**config.mk**
```make
export PLATFORM = sky130hd
export DESIGN_NAME = gpio_controller_n
export DESIGN_NICKNAME = d
export VERILOG_FILES = /design/src/rtl/gpio_controller_n.sv
export SDC_FILE = /design/constraint.sdc
export NUM_CORES = 1
export LEC_CHECK = 0
export ABC_AREA = 1
export BUFFER_PORTS_ARGS = -buffer_cell sky130_fd_sc_hd__buf_2
export CORE_ASPECT_RATIO = 1.4
export CORE_UTILIZATION = 35
export DETAILED_ROUTE_END_ITERATION = 8
export MAX_ROUTING_LAYER = met4
export SETUP_SLACK_MARGIN = 0.3
export SYNTH_ARGS = -nofsm -noshare
export SYNTH_HDL_FRONTEND = slang
export SYNTH_SLANG_ARGS = --single-unit
```
**constraint.sdc**
```tcl
create_clock -name clk -period 2.1 [get_ports clk]
set_input_delay 0.105 -clock clk [delete_from_list [all_inputs] [get_ports clk]]
set_output_delay 0.105 -clock clk [all_outputs]
set_load 0.005 [all_outputs]
```
**src/rtl/gpio_controller_n.sv**
```systemverilog
// gpio_controller_n: memory-mapped GPIO with WIDTH configurable-direction
// pins, a synchronised input path, atomic output set/clear, and per-pin
// rising/falling edge capture into a write-1-to-clear STATUS register.
//
// Bus protocol: a single-cycle, zero-wait-state access. An access is
// presented when Adr_in falls inside the 32-byte window. A write is accepted
// at the clk edge that samples hit & MemWrite_in. Read data is
// combinational from registered state in the same cycle. There is no
// valid/ready handshake because the peripheral is always ready.
module gpio_controller_n #(
  parameter int          WIDTH       = 8,
  parameter logic [31:0] BASE_ADDR   = 32'h1001_0000,
  parameter int          SYNC_STAGES = 2
) (
  input  logic             clk,
  input  logic             rst,
  input  logic [31:0]      Adr_in,
  input  logic             MemWrite_in,
  input  logic [31:0]      Data_in,
  output logic [31:0]      Data_out,
  input  logic [WIDTH-1:0] gpio_port_in,
  output logic [WIDTH-1:0] gpio_port_out,
  output logic [WIDTH-1:0] gpio_oe,
  output logic             irq
);

  localparam logic [2:0] OFF_OUT     = 3'd0;
  localparam logic [2:0] OFF_DIR     = 3'd1;
  localparam logic [2:0] OFF_IN      = 3'd2;
  localparam logic [2:0] OFF_RISE_EN = 3'd3;
  localparam logic [2:0] OFF_FALL_EN = 3'd4;
  localparam logic [2:0] OFF_STATUS  = 3'd5;
  localparam logic [2:0] OFF_OUT_SET = 3'd6;
  localparam logic [2:0] OFF_OUT_CLR = 3'd7;

  logic             hit;
  logic [2:0]       offset;
  logic             wr_en;
  logic [WIDTH-1:0] wdata;

  logic [WIDTH-1:0] out_q;
  logic [WIDTH-1:0] dir_q;
  logic [WIDTH-1:0] rise_en_q;
  logic [WIDTH-1:0] fall_en_q;
  logic [WIDTH-1:0] status_q;

  logic [WIDTH-1:0] sync_q [SYNC_STAGES];
  logic [WIDTH-1:0] sync;
  logic [WIDTH-1:0] prev_q;
  logic [WIDTH-1:0] rise;
  logic [WIDTH-1:0] fall;
  logic [WIDTH-1:0] clr;
  logic [31:0]      rd_data;

  // Byte lanes and upper write bits carry no meaning here.
  logic unused_bits;
  assign unused_bits = ^{Adr_in[1:0], Data_in};

  assign hit    = (Adr_in[31:5] == BASE_ADDR[31:5]);
  assign offset = Adr_in[4:2];
  assign wr_en  = hit & MemWrite_in;
  assign wdata  = Data_in[WIDTH-1:0];

  assign sync = sync_q[SYNC_STAGES-1];
  assign rise = sync & ~prev_q & rise_en_q;
  assign fall = ~sync & prev_q & fall_en_q;
  assign clr  = (wr_en && offset == OFF_STATUS) ? wdata : '0;

  assign gpio_port_out = out_q;
  assign gpio_oe       = dir_q;
  assign irq           = |status_q;
  assign Data_out      = rd_data;

  // Input synchroniser chain followed by the one-cycle-delayed copy for edge detect.
  always_ff @(posedge clk or negedge rst) begin
    if (!rst) begin
      for (int i = 0; i < SYNC_STAGES; i++) sync_q[i] <= '0;
      prev_q <= '0;
    end else begin
      sync_q[0] <= gpio_port_in;
      for (int i = 1; i < SYNC_STAGES; i++) sync_q[i] <= sync_q[i-1];
      prev_q <= sync;
    end
  end

  // Register writes and STATUS update; a same-cycle edge beats a W1C clear.
  always_ff @(posedge clk or negedge rst) begin
    if (!rst) begin
      out_q     <= '0;
      dir_q     <= '0;
      rise_en_q <= '0;
      fall_en_q <= '0;
      status_q  <= '0;
    end else begin
      if (wr_en) begin
        case (offset)
          OFF_OUT:     out_q     <= wdata;
          OFF_DIR:     dir_q     <= wdata;
          OFF_RISE_EN: rise_en_q <= wdata;
          OFF_FALL_EN: fall_en_q <= wdata;
          OFF_OUT_SET: out_q     <= out_q | wdata;
          OFF_OUT_CLR: out_q     <= out_q & ~wdata;
          default:     ;
        endcase
      end
      status_q <= (status_q & ~clr) | rise | fall;
    end
  end

  // Read mux: zero-extended register contents, zero on a miss or write-only offset.
  always_comb begin
    rd_data = '0;
    if (hit) begin
      case (offset)
        OFF_OUT:     rd_data[WIDTH-1:0] = out_q;
        OFF_DIR:     rd_data[WIDTH-1:0] = dir_q;
        OFF_IN:      rd_data[WIDTH-1:0] = sync;
        OFF_RISE_EN: rd_data[WIDTH-1:0] = rise_en_q;
        OFF_FALL_EN: rd_data[WIDTH-1:0] = fall_en_q;
        OFF_STATUS:  rd_data[WIDTH-1:0] = status_q;
        default:     rd_data = '0;
      endcase
    end
  end

endmodule

```
==> flow_summary.toml, run 1 <==
[status]
status = "complete, but fails checks"
violations = "design-rule violations"

[routing]
route.detailed.drc = 15
wirelength_um = 7900
first_pass_iters = 9
via_per_inst = 4.68
drtAntennaViolNets = 0
vias = 2764
drt-initial-drc-count = 260
wl_per_cell_um = 13.4

[floorplan]
initial_utilization_pct = 35.8
row_count = 42
core-area_sq_um = 9410
io_pins = 124
die_w_um = 84.9
die_area_sq_um = 10000
fp.dieH_um = 118

[placement]
placed_area_sq_um = 3730
place_congestion = 0.758
dp_hpwl_um = 5700
portBuffers = 73

[timing]
final-hold-violation-count = 0
finClkSkew_ns = 0.00598
finalCriticalPeriod_ns = 1.54
slew_violations = 0
setup_viol = 0
final.period_utilization_pct = 73.5
fmax_mhz = 648
fin_tns_setup_ns = 0
rsz0062_at_grt = "false"

[cts]
cts_sinks = 64
clock_tree.root_cell = "clkbuf_16"
cts_tree = "yes"
cts_setup_buffers = 0
clockBufferDepth = 2
cts_resized = 0
htreeDepth = 3
clk_latency_ns = 0.33
clkTransAtPathRegs_ns = 0.05
cts_made_buffers = 9
cts_hold_buf = 9

[setup_path]
path_max_fanout = 14
worst_path_largest_cell_delay_ns = 0.30
cp.arrival_ns = 1.44
cp.buffers_inverters = 2
cp_cell_sequence = "buf_2 -> nor2_1 -> nand2_1 -> nor2_1 -> nand2_2 -> nor2_8 -> nand2_4 -> a31oi_1 -> buf_2"
crit_type = "input port to output port"
cp-start-kind = "input port"
slowest_stage = "nor2_8"
required_ns = 2.00
crit_path_end_kind = "output port"
cp_top_family = "simple AND/OR/NAND/NOR gates"

[final_layout]
layout-drive-gt1-share_pct = 30.8
num-fill-cells = 940
nNetsFinal = 551
fin_area_sq_um = 4100
area_growth_pct = 21.7
antenna_cells = 0

[power_and_ir_drop]
power.share.clock_pct = 47.9
power_frac_comb_pct = 7.4
power_frac_seq_pct = 44.7
p_per_area_nw_per_um2 = 693
switching_power_uw = 659
p_leak_nw = 2.07
p_sw_share_pct = 23.2
vdd_drop_max_uv = 458
p_int_mw = 2.18

[synth]
synthArstFlopShare_pct = 100
synth-main-ff-cell = "dfrtp_1"
synth-seq-cells = 64
syn_inst = 390
yosysMostFrequentCell = "nand2_1"
synth_top_area_share_pct = 47.5
synthTopCellsByArea = "dfrtp_1 48%, nand2_1 11%, o21ai_2 8.3%"
synth_edf_count = 0
ys_seq_area_share_pct = 47.5
synthTopCellsByCount = "99 x nand2_1, 64 x dfrtp_1, 48 x inv_1, 32 x o21ai_2, 24 x buf_4"
yosysTopAreaCell = "dfrtp_1"
syn_area_sq_um = 3370
synthDistinctLibCells = 26
postSynthAreaPerCell_sq_um = 8.64
yosys_warnings = 0

[flow_run]
drv_cap = 0

[global_route]
grtUsageTotal_pct = 17.7
grt_pass1_wl_um = 12700
grt_pass1_vias = 2497
overflow = 0
grt_max_degree = 33
grt_antenna_before_repair = 0

[hold_path]
hp-class = "input port to register"
[registers in the layout (all words and copies together) (netlist names)]
name,flops
fall_en_q,8
gpio_oe,8
gpio_port_out,8
prev_q,8
rise_en_q,8
status_q,8
sync,8
sync_q,8
[cells by family (layout without fill, tap and decap cells)]
family                 count (synthesis)  count (layout)  share of synthesized area (%)
AND/OR/NAND/NOR                      170             170                           24.3
other                                  1              24                          0.111
buffers and inverters                 94             161                           14.4
flip-flops                            64              64                           47.5
AO/OA/AOI/OAI                         61              61                           13.6
[per-layer routing]
layer | track usage, % | up-vias | part of all wire, %
met5 | - | - | 0
met4 | 6.99 | 0 | 2.4
met3 | 4.98 | 13 | 5.7
met2 | 30.0 | 102 | 52
met1 | 19.6 | 1275 | 40
li1 | - | 1374 | -
[cell usage in the layout (no fill, tap or decap), types with 2 or more instances in the layout]
cell type and n:
o22ai_1 7, nand4_1 9, nand2_2 9, inv_2 8, clkinv_1 6, conb_1 24, nor4_1 2, nand3_1 20
nand2_1 99, clkinv_2 2, dfrtp_1 64, nand3_4 4, o21ai_0 9, a31oi_1 4, inv_1 48, clkbuf_8 2
nor2_1 21, o31ai_1 8, clkbuf_16 9, buf_2 73, dlygate4sd3_1 9, o21ai_2 32, nand3_2 2
[worst reg2reg max path, stage by stage (launching register included)]
cell and delay (ns):
dfrtp_1 0.39, nand3_1 0.09, o21ai_0 0.10, clkinv_1 0.11
o21ai_2 0.13
[final cells by class]
| class | count | area, sq um | share of cell area (%) |
|---|---|---|---|
| clock buffers | 12 | 256 | 6.26 |
| clock inverters | 3 | 17.5 | 0.427 |
| inverters | 62 | 233 | 5.68 |
| multi-input cells | 255 | 1370 | 33.4 |
| flip-flops and latches | 64 | 1600 | 39.1 |
| well taps | 110 | 138 | 3.36 |
| repair buffers | 84 | 483 | 11.8 |
[path summary, 6_finish.rpt]
check	from	endpoint	slack, ns	cells past startpoint
max in group asynchronous	rst	sync_q[10]$_DFF_PN0_	1.29	3
hold reg to reg	sync_q[15]$_DFF_PN0_	sync[7]$_DFF_PN0_	0.34	0
setup / recovery	Adr_in[18]	Data_out[5]	0.56	9
min in group asynchronous	rst	rise_en_q[3]$_DFFE_PN0P_	0.23	2
hold / removal	Data_in[1]	status_q[1]$_DFF_PN0_	0.08	4
setup reg to reg	gpio_port_out[1]$_DFFE_PN0P_	gpio_port_out[1]$_DFFE_PN0P_	1.22	4
[power by group through the flow]
stage | Clock, mW | Sequential [mW] | Combinational, mW
6_report | 1.36 | 1.27 | 0.210
5_1_grt | 1.45 | 1.27 | 0.238
4_1_cts | 1.40 | 1.27 | 0.215
3_3_place_gp | 0 | 1.29 | 0.198
2_1_floorplan | 0 | 1.29 | 0.124
3_5_place_dp | 0 | 1.29 | 0.201
[metrics by stage]
stage	worst slack, ns	power [mW]	instances	hold slack (ns)	utilization, %
2_1_floorplan	0.970	1.41	413	-0.191	-
3_3_place_gp	0.496	1.49	566	0.0425	39.7
3_5_place_dp	0.454	1.49	566	0.0486	39.7
4_1_cts	0.539	2.88	590	0.0659	43.6
5_1_grt	0.416	2.96	590	0.0962	43.6
6_report	0.557	2.84	590	0.0811	43.6
Power figures use the tool's default switching activity.
==> run 2: changes to the inputs <==
clock period = 1.4 ns   (was 2.1 ns; I/O delays follow)
==> flow_summary.toml, run 2 (synthesis gave the netlist of run 1 again) <==
[status]
status = "complete, but fails checks"
violations = "design-rule violations, negative setup slack"

[setup_path]
cp_top_family = "simple AND/OR/NAND/NOR gates"
cp.buffers_inverters = 2
crit_path_end_kind = "output port"
cp-start-kind = "register"
path_max_fanout = 2
cpMostUsedCell = "nand2_1"
r2r-start = "gpio_port_out[4]$_DFFE_PN0P_"
cp_cell_sequence = "nand2_1 -> o21ai_2 -> nor2_2 -> nand3_1 -> nand2_1 -> inv_1 -> buf_2"
crit_type = "register to output port"
reg2reg_setup_slack_ns = 0.43
worst_path_largest_cell_delay_ns = 0.38
slowest_stage = "dfrtp_1"
cp.arrival_ns = 1.34
r2r-end = "gpio_port_out[4]$_DFFE_PN0P_"
ff2ff_path_depth = 5
required_ns = 1.33

[final_layout]
final_cells = 622
antenna_cells = 0
nNetsFinal = 583
post-route-util_pct = 50.0
area_growth_pct = 39.5
fin_area_sq_um = 4700
layout_commonest_cell = "nand2_1"
layout-drive-gt1-share_pct = 48.6
layout_common_cells = "74 x nand2_1, 64 x dfrtp_1, 63 x buf_2"

[global_route]
met3_usage_pct = 4.70
grtUsageTotal_pct = 18.1
use_met2_pct = 30.9
busiest_layer = "met2"
overflow = 0
grt_max_degree = 65
grt_util_met1_pct = 19.2
grt_pass1_vias = 2749
grt_pass1_wl_um = 13100
grt_antenna_before_repair = 0

[timing]
slew_violations = 0
finalCriticalPeriod_ns = 1.41
fmax_mhz = 711
finClkSkew_ns = 0.00195
worst_slack_ns = -0.00652
rsz0062_at_grt = "true"
setup_viol = 1
final-hold-violation-count = 0
final.period_utilization_pct = 100

[cts]
cts_tree = "yes"
clk_latency_ns = 0.33
htreeDepth = 3
clkTransAtPathRegs_ns = 0.05
cts_made_buffers = 9
clock_tree.root_cell = "clkbuf_16"
cts_sinks = 64
clockBufferDepth = 2

[routing]
first_pass_iters = 9
drt-initial-drc-count = 211
vias = 2978
wirelength_um = 8810
route.detailed.drc = 15
via_per_inst = 4.79
drtAntennaViolNets = 0
wl_per_cell_um = 14.2

[power_and_ir_drop]
p_per_area_nw_per_um2 = 969
p_leak_nw = 2.32
vdd_drop_max_uv = 595

[placement]
portBuffers = 73
dp_hpwl_um = 5810
placed_area_sq_um = 3820
placedCellCount = 573
pre_cts_ws_ns = -0.0435
place_congestion = 0.790

[floorplan]
die_w_um = 84.9
row_count = 42
core-area_sq_um = 9410
fp.dieH_um = 118
initial_utilization_pct = 35.8
io_pins = 124
die_area_sq_um = 10000

[hold_path]
hp-class = "input port to register"
min_to = "status_q[1]$_DFF_PN0_"
hold_depth = 4
min_from = "Data_in[1]"

[flow_run]
drv_cap = 0
[run 2: how the worst max path moves through the flow]
| stage | cells past startpoint | slack (ns) | startpoint | end |
|---|---|---|---|---|
| after floorplan | 9 | 0.30 | Adr_in[27] | gpio_oe[5]$_DFFE_PN0P_ |
| after global placement | 9 | -0.01 | Adr_in[18] | gpio_port_out[5]$_DFFE_PN0P_ |
| after detailed placement | 9 | -0.04 | Adr_in[18] | gpio_port_out[4]$_DFFE_PN0P_ |
| after CTS | 7 | -0.04 | sync[7]$_DFF_PN0_ | Data_out[7] |
| after global routing | 7 | -0.07 | status_q[1]$_DFF_PN0_ | Data_out[1] |
| final | 7 | -0.007 | status_q[1]$_DFF_PN0_ | Data_out[1] |
[run 2: stage by stage]
| stage | TNS, ns | power (mW) | hold WS [ns] |
|---|---|---|---|
| 6_report | -0.00652 | 4.55 | 0.0535 |
| 2_1_floorplan | 0 | 2.12 | -0.226 |
| 4_1_cts | -0.0847 | 4.56 | 0.0424 |
| 3_5_place_dp | -0.246 | 2.24 | 0.115 |
| 3_3_place_gp | -0.0796 | 2.24 | 0.115 |
| 5_1_grt | -0.239 | 4.72 | 0.0544 |
[run 2: layout make-up]
class	instances	area [sq um]
Inverter	62	233
Fill cell	881	4710
Sequential cell	64	1600
Multi-Input combinational cell	256	1570
Tap cell	110	138
Timing Repair Buffer	115	848
Clock inverter	3	40.0
Clock buffer	12	267
[run 2: worst reg2reg max path: cells and delay by family, from the launching register on]
kind	cells	cell delay [ns]
DFF	1	0.37
AOI/OAI and AO/OA	2	0.22
buffers and inverters	2	0.24
and+or+nand+nor	1	0.07
[run 2: layer usage]
layer	wire length, um	vias to the layer above
li1	-	1432
met1	3460	1433
met2	4600	97
met3	440	16
met4	306	0
met5	0	-
[run 2: what timing repair did]
action | in CTS | in global routing
resized for setup | 21 | 72
hold buffers | 9 | 0
cloned | 0 | 2
pin swaps | 17 | 22
buffers inserted | 14 | 9
setup endpoints to repair | 9 | 34
hold endpoints to repair | 72 | 0
[run 2: report_power, final]
group          switching [mW]  total [mW]  leakage (nW)  internal [mW]
clock network           0.766        2.27         0.154           1.50
registers              0.0180        1.91         0.797           1.89
logic                   0.236       0.377          1.37          0.142
